===== src/rtl/xor_serial_ctrl.sv =====
// Bit-serial A^B engine: streams operand bits LSB-first through an external
// 1-bit XOR cell and assembles the returned bits into y plus its parity.
module xor_serial_ctrl #(
  parameter int WIDTH = 8
) (
  input  logic             clk,
  input  logic             rst_n,
  input  logic             start,
  input  logic             abort,
  input  logic [WIDTH-1:0] a,
  input  logic [WIDTH-1:0] b,
  output logic             xor_in1,
  output logic             xor_in2,
  input  logic             xor_out,
  output logic             ready,
  output logic             busy,
  output logic             done,
  output logic [WIDTH-1:0] y,
  output logic             parity,
  output logic [1:0]       dbg_state
);

  localparam int CW = $clog2(WIDTH);
  localparam logic [CW-1:0] LAST = CW'(WIDTH - 1);

  typedef enum logic [1:0] {
    S_IDLE = 2'd0,
    S_RUN  = 2'd1,
    S_DONE = 2'd2
  } state_t;

  state_t           state_q, state_d;
  logic [WIDTH-1:0] a_q, a_d;
  logic [WIDTH-1:0] b_q, b_d;
  logic [WIDTH-1:0] res_q, res_d;
  logic [CW-1:0]    cnt_q, cnt_d;
  logic             pacc_q, pacc_d;
  logic [WIDTH-1:0] y_q, y_d;
  logic             parity_q, parity_d;

  // Handshake: start is taken only on an edge where ready=1 (IDLE); there is
  // no queuing, so a start seen in RUN or DONE is simply dropped.
  always_comb begin
    state_d  = state_q;
    a_d      = a_q;
    b_d      = b_q;
    res_d    = res_q;
    cnt_d    = cnt_q;
    pacc_d   = pacc_q;
    y_d      = y_q;
    parity_d = parity_q;
    case (state_q)
      S_IDLE: begin
        if (start) begin
          a_d     = a;
          b_d     = b;
          res_d   = '0;
          cnt_d   = '0;
          pacc_d  = 1'b0;
          state_d = S_RUN;
        end
      end
      S_RUN: begin
        if (abort) begin
          state_d = S_IDLE;
        end else begin
          res_d  = {xor_out, res_q[WIDTH-1:1]};
          pacc_d = pacc_q ^ xor_out;
          a_d    = a_q >> 1;
          b_d    = b_q >> 1;
          // The counter holds at LAST instead of wrapping on the final capture.
          if (cnt_q == LAST) begin
            y_d      = res_d;
            parity_d = pacc_d;
            state_d  = S_DONE;
          end else begin
            cnt_d = cnt_q + 1'b1;
          end
        end
      end
      S_DONE:  state_d = S_IDLE;
      default: state_d = S_IDLE;
    endcase
  end

  always_ff @(posedge clk or negedge rst_n) begin
    if (!rst_n) begin
      state_q  <= S_IDLE;
      a_q      <= '0;
      b_q      <= '0;
      res_q    <= '0;
      cnt_q    <= '0;
      pacc_q   <= 1'b0;
      y_q      <= '0;
      parity_q <= 1'b0;
    end else begin
      state_q  <= state_d;
      a_q      <= a_d;
      b_q      <= b_d;
      res_q    <= res_d;
      cnt_q    <= cnt_d;
      pacc_q   <= pacc_d;
      y_q      <= y_d;
      parity_q <= parity_d;
    end
  end

  assign ready     = (state_q == S_IDLE);
  assign busy      = (state_q == S_RUN);
  assign done      = (state_q == S_DONE);
  assign xor_in1   = busy & a_q[0];
  assign xor_in2   = busy & b_q[0];
  assign y         = y_q;
  assign parity    = parity_q;
  assign dbg_state = state_q;

endmodule


===== config.mk =====
export PLATFORM = sky130hd
export DESIGN_NAME = xor_serial_ctrl
export DESIGN_NICKNAME = d
export VERILOG_FILES = /design/src/rtl/xor_serial_ctrl.sv
export SDC_FILE = /design/constraint.sdc
export NUM_CORES = 1
export LEC_CHECK = 0
export ABC_CLOCK_PERIOD_IN_PS = 2200
export CAP_MARGIN = 30
export CELL_PAD_IN_SITES_DETAIL_PLACEMENT = 0
export CELL_PAD_IN_SITES_GLOBAL_PLACEMENT = 1
export CORE_MARGIN = 5
export CORE_UTILIZATION = 41
export DETAILED_ROUTE_END_ITERATION = 6
export MAX_ROUTING_LAYER = met4
export PLACE_DENSITY = 0.76
export SLEW_MARGIN = 5
export SYNTH_ARGS = -nofsm -noshare
export SYNTH_HDL_FRONTEND = slang
export SYNTH_SLANG_ARGS = --single-unit

===== constraint.sdc =====
create_clock -name clk -period 2.2 [get_ports clk]
set_clock_uncertainty 0.2 [all_clocks]
set_input_delay 0.55 -clock clk [delete_from_list [all_inputs] [get_ports clk]]
set_output_delay 0.55 -clock clk [all_outputs]
set_load 0.05 [all_outputs]

==> metrics, run 1 <==
status=finished, final reports clean; final setup violating endpoints=0; Critical Path AT=1.37 ns; syn_nets=163; grt total ovfl=0; RSZ-0062 raised after global routing=false; Pwr Density=939 nW/um2; RR Endpoint=y[7]$_DFFE_PN0P_; met1 usage=~16%; min cycle time layout=2.12 ns; Post-Syn Area per Cell=roughly 13 um2; Yosys reg bits=38; grt met3 use=approximately 5.0%; Critical R2R Launch=cnt_q[0]$_DFFE_PN0P_; compound-cell area share of the yosys netlist=under 10%; kind of critical path=reg2out; EDFF count, synth=0; main flop type after synthesis=dfrtp_1; most common cell after layout, fill and taps aside=dfrtp_1; ratio of cells with drive above 1 in the final layout=43.2%; XOR/XNOR share of the synthesized area=0.470%; Skew-Pair Late Insertion Delay=about 0.29 ns; Setup crit start kind=flop; post-route ant nets=0; CTS root buffer=clkbuf_8; Leakage=between 1 and 1.5 nW; Final Hold Fails=0; HP Class=reg2reg; I/O Buffers=36; Max-Cap Viols=0; pin count of the biggest net entering global routing=20; I/O pins=37; register area=953 um2; GR peak layer=met2; Adder-Cell Fraction of Synth Area=under 10%; Slew Viols, Final=0; Core ar.=4380 um2; Initial Util=42.5%; Max VDD drop=0.482 mV; register area share after synthesis=51.1%; total track usage=13.8%; cell area after layout=~2500 um2; drt drc=0; Worst Path Required=1.45 ns; Worst Hold Depth=1; ant diodes=0; met2 usage=roughly 22%; relative slew slack=between 70 and 80%; mux cell area share after synthesis=30.3%; post-synth cell types=23; Avg Vias per Cell=4.84; simple-gate share of the synthesized area=7.59%; clock-pin slew on the worst setup and hold paths=0.07 ns; Die Width=77.4 um; Die Ht=77.4 um; initial antenna violation count=0; CTS tree=yes; Detailed Place HPWL=2.64 mm; Multi-input gate area=around 820 um2; CTS Buffer Depth=2; number of global-route vias before repair=1,359; Gate Count Post-Synth=140; via count=~1,200; max frequency=between 400 and 500 MHz; commonest cells after routing, fill and taps aside=36 x dfrtp_1, 22 x buf_4, 19 x mux2_2, 19 x clkdlybuf4s50_1, 18 x mux2_4; final wirelength=between 3 and 4 mm; Cell Area, Placed=2370 um2; CTS buffer count=5; FILL cells=roughly 380; synth warn=0; Nets=approximately 210; RePlAce Congestion=approximately 0.76; H-Tree Depth=2; row count=24; Die ar.=5990 um2; FF-to-FF path depth=4; total power=0.00235 W; drt pass-1 iters=4; fin crit share=96.4%; initial drt markers=46; Post-CTS Setup Bufs=0; Worst Hold End=b_q[6]$_DFFE_PN0P_; ys async rst share=between 90% and 100%; CP Capture Type=primary output; clk sinks=38; Worst Hold Launch=b_q[6]$_DFFE_PN0P_; Mapped Area=1860 um2; Worst Max-Slew Pin Slew=0.402 ns; main combinational cell family by area after synthesis=multiplexers; first-pass GRT wire length=around 6.4 mm; flop2flop setup slack=0.41 ns; CP Max Fanout=17; WL/cell=14.7 um; area grow syn2layout=34.1%
-- synthesized netlist by cell type, drive strengths merged (4+ instances only) --
cell type | instances | share of area, %
mux2i | 8 | 4.3
a21oi | 5 | 1.5
o21ai | 4 | 1.1
dfrtp | 38 | 51
nand2 | 9 | 1.8
inv | 9 | 1.8
nor2 | 4 | 0.81
buf | 8 | 3.4
mux2 | 37 | 26
nor2b | 6 | 2.2
-- how the worst max path moves through the flow --
stage	from	depth (start not counted)	end
after floorplan	dbg_state[1]$_DFFE_PN0P_	6	xor_in1
after global placement	abort	5	a_q[0]$_DFFE_PN0P_
after detailed placement	abort	6	res_q[7]$_DFFE_PN0P_
after CTS	dbg_state[1]$_DFFE_PN0P_	4	xor_in1
after global routing	dbg_state[1]$_DFFE_PN0P_	4	xor_in1
final	dbg_state[1]$_DFFE_PN0P_	4	xor_in1
-- final cells by class --
type	instances	share of cell area (%)
clock buffers	7	3.46
clock inverters	1	1.20
inverters	9	1.35
multi-input cells	85	32.8
flip-flops and latches	38	38.2
well taps	52	2.61
repair buffers	50	20.4
-- kinds of logic (layout without fill, tap and decap cells) --
kind of cell	Yosys count	in the layout
AOI/OAI and AO/OA	12	12
DFF	38	38
and+or+nand+nor	25	25
muxes	45	45
xor gates and xnor gates	1	1
buffers and inverters	17	67
adders and majority gates	2	2
-- routing by layer --
metal,wire [um],vias up
li1,-,569
met4,44,0
met1,1580,573
met3,174,5
met2,1770,25
met5,0,-
-- critical path: stages, from the launching register on --
cell,delay (ns)
dfrtp_2,0.41
nor2b_2,0.18
buf_12,0.20
and2_4,0.17
buf_12,0.13
-- stage by stage --
stage	utilization, %	setup TNS (ns)	worst slack [ns]	hold WS, ns	cells
6_report	57.0	0	0.0802	0.309	242
5_1_grt	57.0	0	0.0135	0.326	242
4_1_cts	57.0	0	0.0584	0.312	242
3_5_place_dp	54.1	-0.897	-0.0692	0.293	233
3_3_place_gp	54.1	-0.354	-0.0229	0.283	233
2_1_floorplan	-	0	0.0116	0.0544	140
-- registers in the layout (all words and copies together), names as in the netlist --
register   flops
y              8
dbg_state      2
res_q          7
b_q            8
a_q            8
cnt_q          3
pacc_q         1
parity         1
-- report_power, final --
part,internal [W],switching [W]
combinational,0.000466,0.000310
sequential,0.000866,0.0000970
clock,0.000370,0.000236
-- what timing repair did --
item                      in CTS  in global routing
hold endpoints to repair      17                  0
hold buffers                   1                  0
gates resized for setup        0                  0
Power figures use the tool's default switching activity.
==> run 2: changes to the inputs <==
--- a/config.mk
+++ b/config.mk
@@ -13,7 +13,7 @@
 export CORE_UTILIZATION = 41
 export DETAILED_ROUTE_END_ITERATION = 6
 export MAX_ROUTING_LAYER = met4
-export PLACE_DENSITY = 0.76
+export PLACE_DENSITY = 0.88
 export SLEW_MARGIN = 5
 export SYNTH_ARGS = -nofsm -noshare
 export SYNTH_HDL_FRONTEND = slang
==> metrics, run 2 (synthesized netlist as in run 1, its figures left out) <==
relative slew slack=68.4% (was 73.2%); first-pass GRT wire length=6.51 mm (was 6.44 mm); Setup crit start kind=flop (unchanged); row count=24 (unchanged); Critical R2R Launch=dbg_state[1]$_DFFE_PN0P_ (was cnt_q[0]$_DFFE_PN0P_); Slew Viols, Final=0 (unchanged); total track usage=14.0% (was 13.8%); Worst Path Required=1.45 ns (about the same); CTS Buffer Depth=2 (unchanged); Die Ht=77.4 um (unchanged); Final Hold Fails=0 (unchanged); min cycle time layout=2.10 ns (was 2.12 ns); clock-pin slew on the worst setup and hold paths=0.07 ns (about the same); Max-Cap Viols=0 (unchanged); fin crit share=95.5% (was 96.4%); Multi-input gate area=823 um2 (was 818 um2); cell area after layout=2470 um2 (was 2500 um2); most common cell after layout, fill and taps aside=dfrtp_1 (unchanged); Max VDD drop=0.437 mV (was 0.482 mV); CTS tree=yes (unchanged); initial antenna violation count=0 (unchanged); ratio of cells with drive above 1 in the final layout=44.0% (was 43.2%); number of global-route vias before repair=1,366 (was 1,359); flop2flop setup slack=0.39 ns (was 0.41 ns); FF-to-FF path depth=4 (unchanged); Critical Path AT=1.35 ns (was 1.37 ns); commonest cells after routing, fill and taps aside=36 x dfrtp_1, 25 x buf_4, 19 x mux2_2, 19 x clkdlybuf4s50_1, 18 x mux2_4 (was 36 x dfrtp_1, 22 x buf_4, 19 x mux2_2, 19 x clkdlybuf4s50_1, 18 x mux2_4); Setup WS pre-CTS=-0.0591 ns (was -0.0692 ns); Nets=213 (was 212); CTS buffer count=5 (unchanged); fin cells=243 (was 242); Inst Count DP=235 (was 233); initial drt markers=50 (was 46); pin count of the biggest net entering global routing=22 (was 20); H-Tree Depth=2 (unchanged); Die ar.=5990 um2 (unchanged); via count=1,209 (was 1,172); kind of critical path=reg2out (unchanged); clk sinks=38 (unchanged); final setup violating endpoints=0 (unchanged); I/O Buffers=36 (unchanged); WL/cell=15.2 um (was 14.7 um); Cell Area, Placed=2370 um2 (about the same); hold buffers post-CTS=0 (was 1); HP Class=in2async (was reg2reg); Die Width=77.4 um (unchanged); RR Endpoint=a_q[0]$_DFFE_PN0P_ (was y[7]$_DFFE_PN0P_); I/O pins=37 (unchanged); Pwr Density=906 nW/um2 (was 939 nW/um2); post-route ant nets=0 (unchanged); Avg Vias per Cell=4.98 (was 4.84); CP Max Fanout=9 (was 17); FILL cells=358 (was 376); final wirelength=3.69 mm (was 3.56 mm); Skew-Pair Late Insertion Delay=0.29 ns (about the same); grt total ovfl=0 (unchanged); Core ar.=4380 um2 (unchanged); Leakage=1.19 nW (was 1.20 nW); drt drc=0 (unchanged); Worst Max-Slew Pin Slew=0.474 ns (was 0.402 ns); RSZ-0062 raised after global routing=false (unchanged); Detailed Place HPWL=2.78 mm (was 2.64 mm); final worst slack=0.0986 ns (was 0.0802 ns); CTS root buffer=clkbuf_8 (unchanged); register area=953 um2 (unchanged); max frequency=476 MHz (was 472 MHz); CP Capture Type=primary output (unchanged); status=finished, final reports clean (unchanged); area grow syn2layout=32.7% (was 34.1%); Initial Util=42.5% (unchanged); total power=0.00224 W (was 0.00235 W); ant diodes=0 (unchanged); drt pass-1 iters=4 (unchanged); RePlAce Congestion=0.764 (was 0.757)
[run 2: cell count changes in the layout (fill, tap and decap cells not counted), sizes merged]
cell,previous run,this run
buf,30,32
bufinv,1,0
clkinv,0,1
dlygate4sd3,1,0
[run 2: metrics by stage]
stage	hold WS, ns	setup TNS, ns	util [%]
2_1_floorplan	0.0544	0	-
3_3_place_gp	0.286	-0.0651	54.1
3_5_place_dp	0.293	-0.412	54.1
4_1_cts	0.0146	0	56.3
5_1_grt	0.0390	0	56.3
6_report	0.00850	0	56.3
[run 2: power breakdown]
group	switching, W	total (W)	leakage (nW)	internal (W)
Sequential	0.000100	0.000967	0.489	0.000867
Clock	0.000232	0.000484	0.0482	0.000253
Combinational	0.000318	0.000785	0.656	0.000468
Total	0.000650	0.00224	1.19	0.00159
[run 2: what timing repair did]
action | CTS | global route
endpoints found under the hold margin | 0 | 0
setup endpoints to repair | 3 | 0
buffers inserted | 0 | 0
gates resized for setup | 1 | 0
[run 2: worst max-delay path by stage]
stage                                         from            endpoint  slack (ns)
final                     dbg_state[1]$_DFFE_PN0P_                busy         0.1
after global routing      dbg_state[1]$_DFFE_PN0P_                busy        0.05
after CTS                 dbg_state[1]$_DFFE_PN0P_                busy        0.08
after detailed placement                     abort  b_q[6]$_DFFE_PN0P_       -0.06
after global placement                       abort  a_q[0]$_DFFE_PN0P_       -0.01
after floorplan           dbg_state[1]$_DFFE_PN0P_             xor_in1        0.01
[run 2: area by class of cell]
cell class	count	share of cell area (%)
inverters	9	1.37
repair buffers	51	20.4
well taps	52	2.63
clock buffers	7	3.50
clock inverters	1	0.203
flip-flops and latches	38	38.6
multi-input cells	85	33.3
[run 2: metal layers]
metal	track usage [%]	wire, um	up-vias
met5	-	0	-
met2	22.4	1900	33
met1	16.5	1540	596
met3	3.94	217	5
met4	6.19	32	0
li1	-	-	575
[run 2: critical path, cell delays in order, from the launching register on]
cell     delay, ns
dfrtp_2       0.42
nor2b_4       0.28
buf_4         0.22
buf_12        0.14
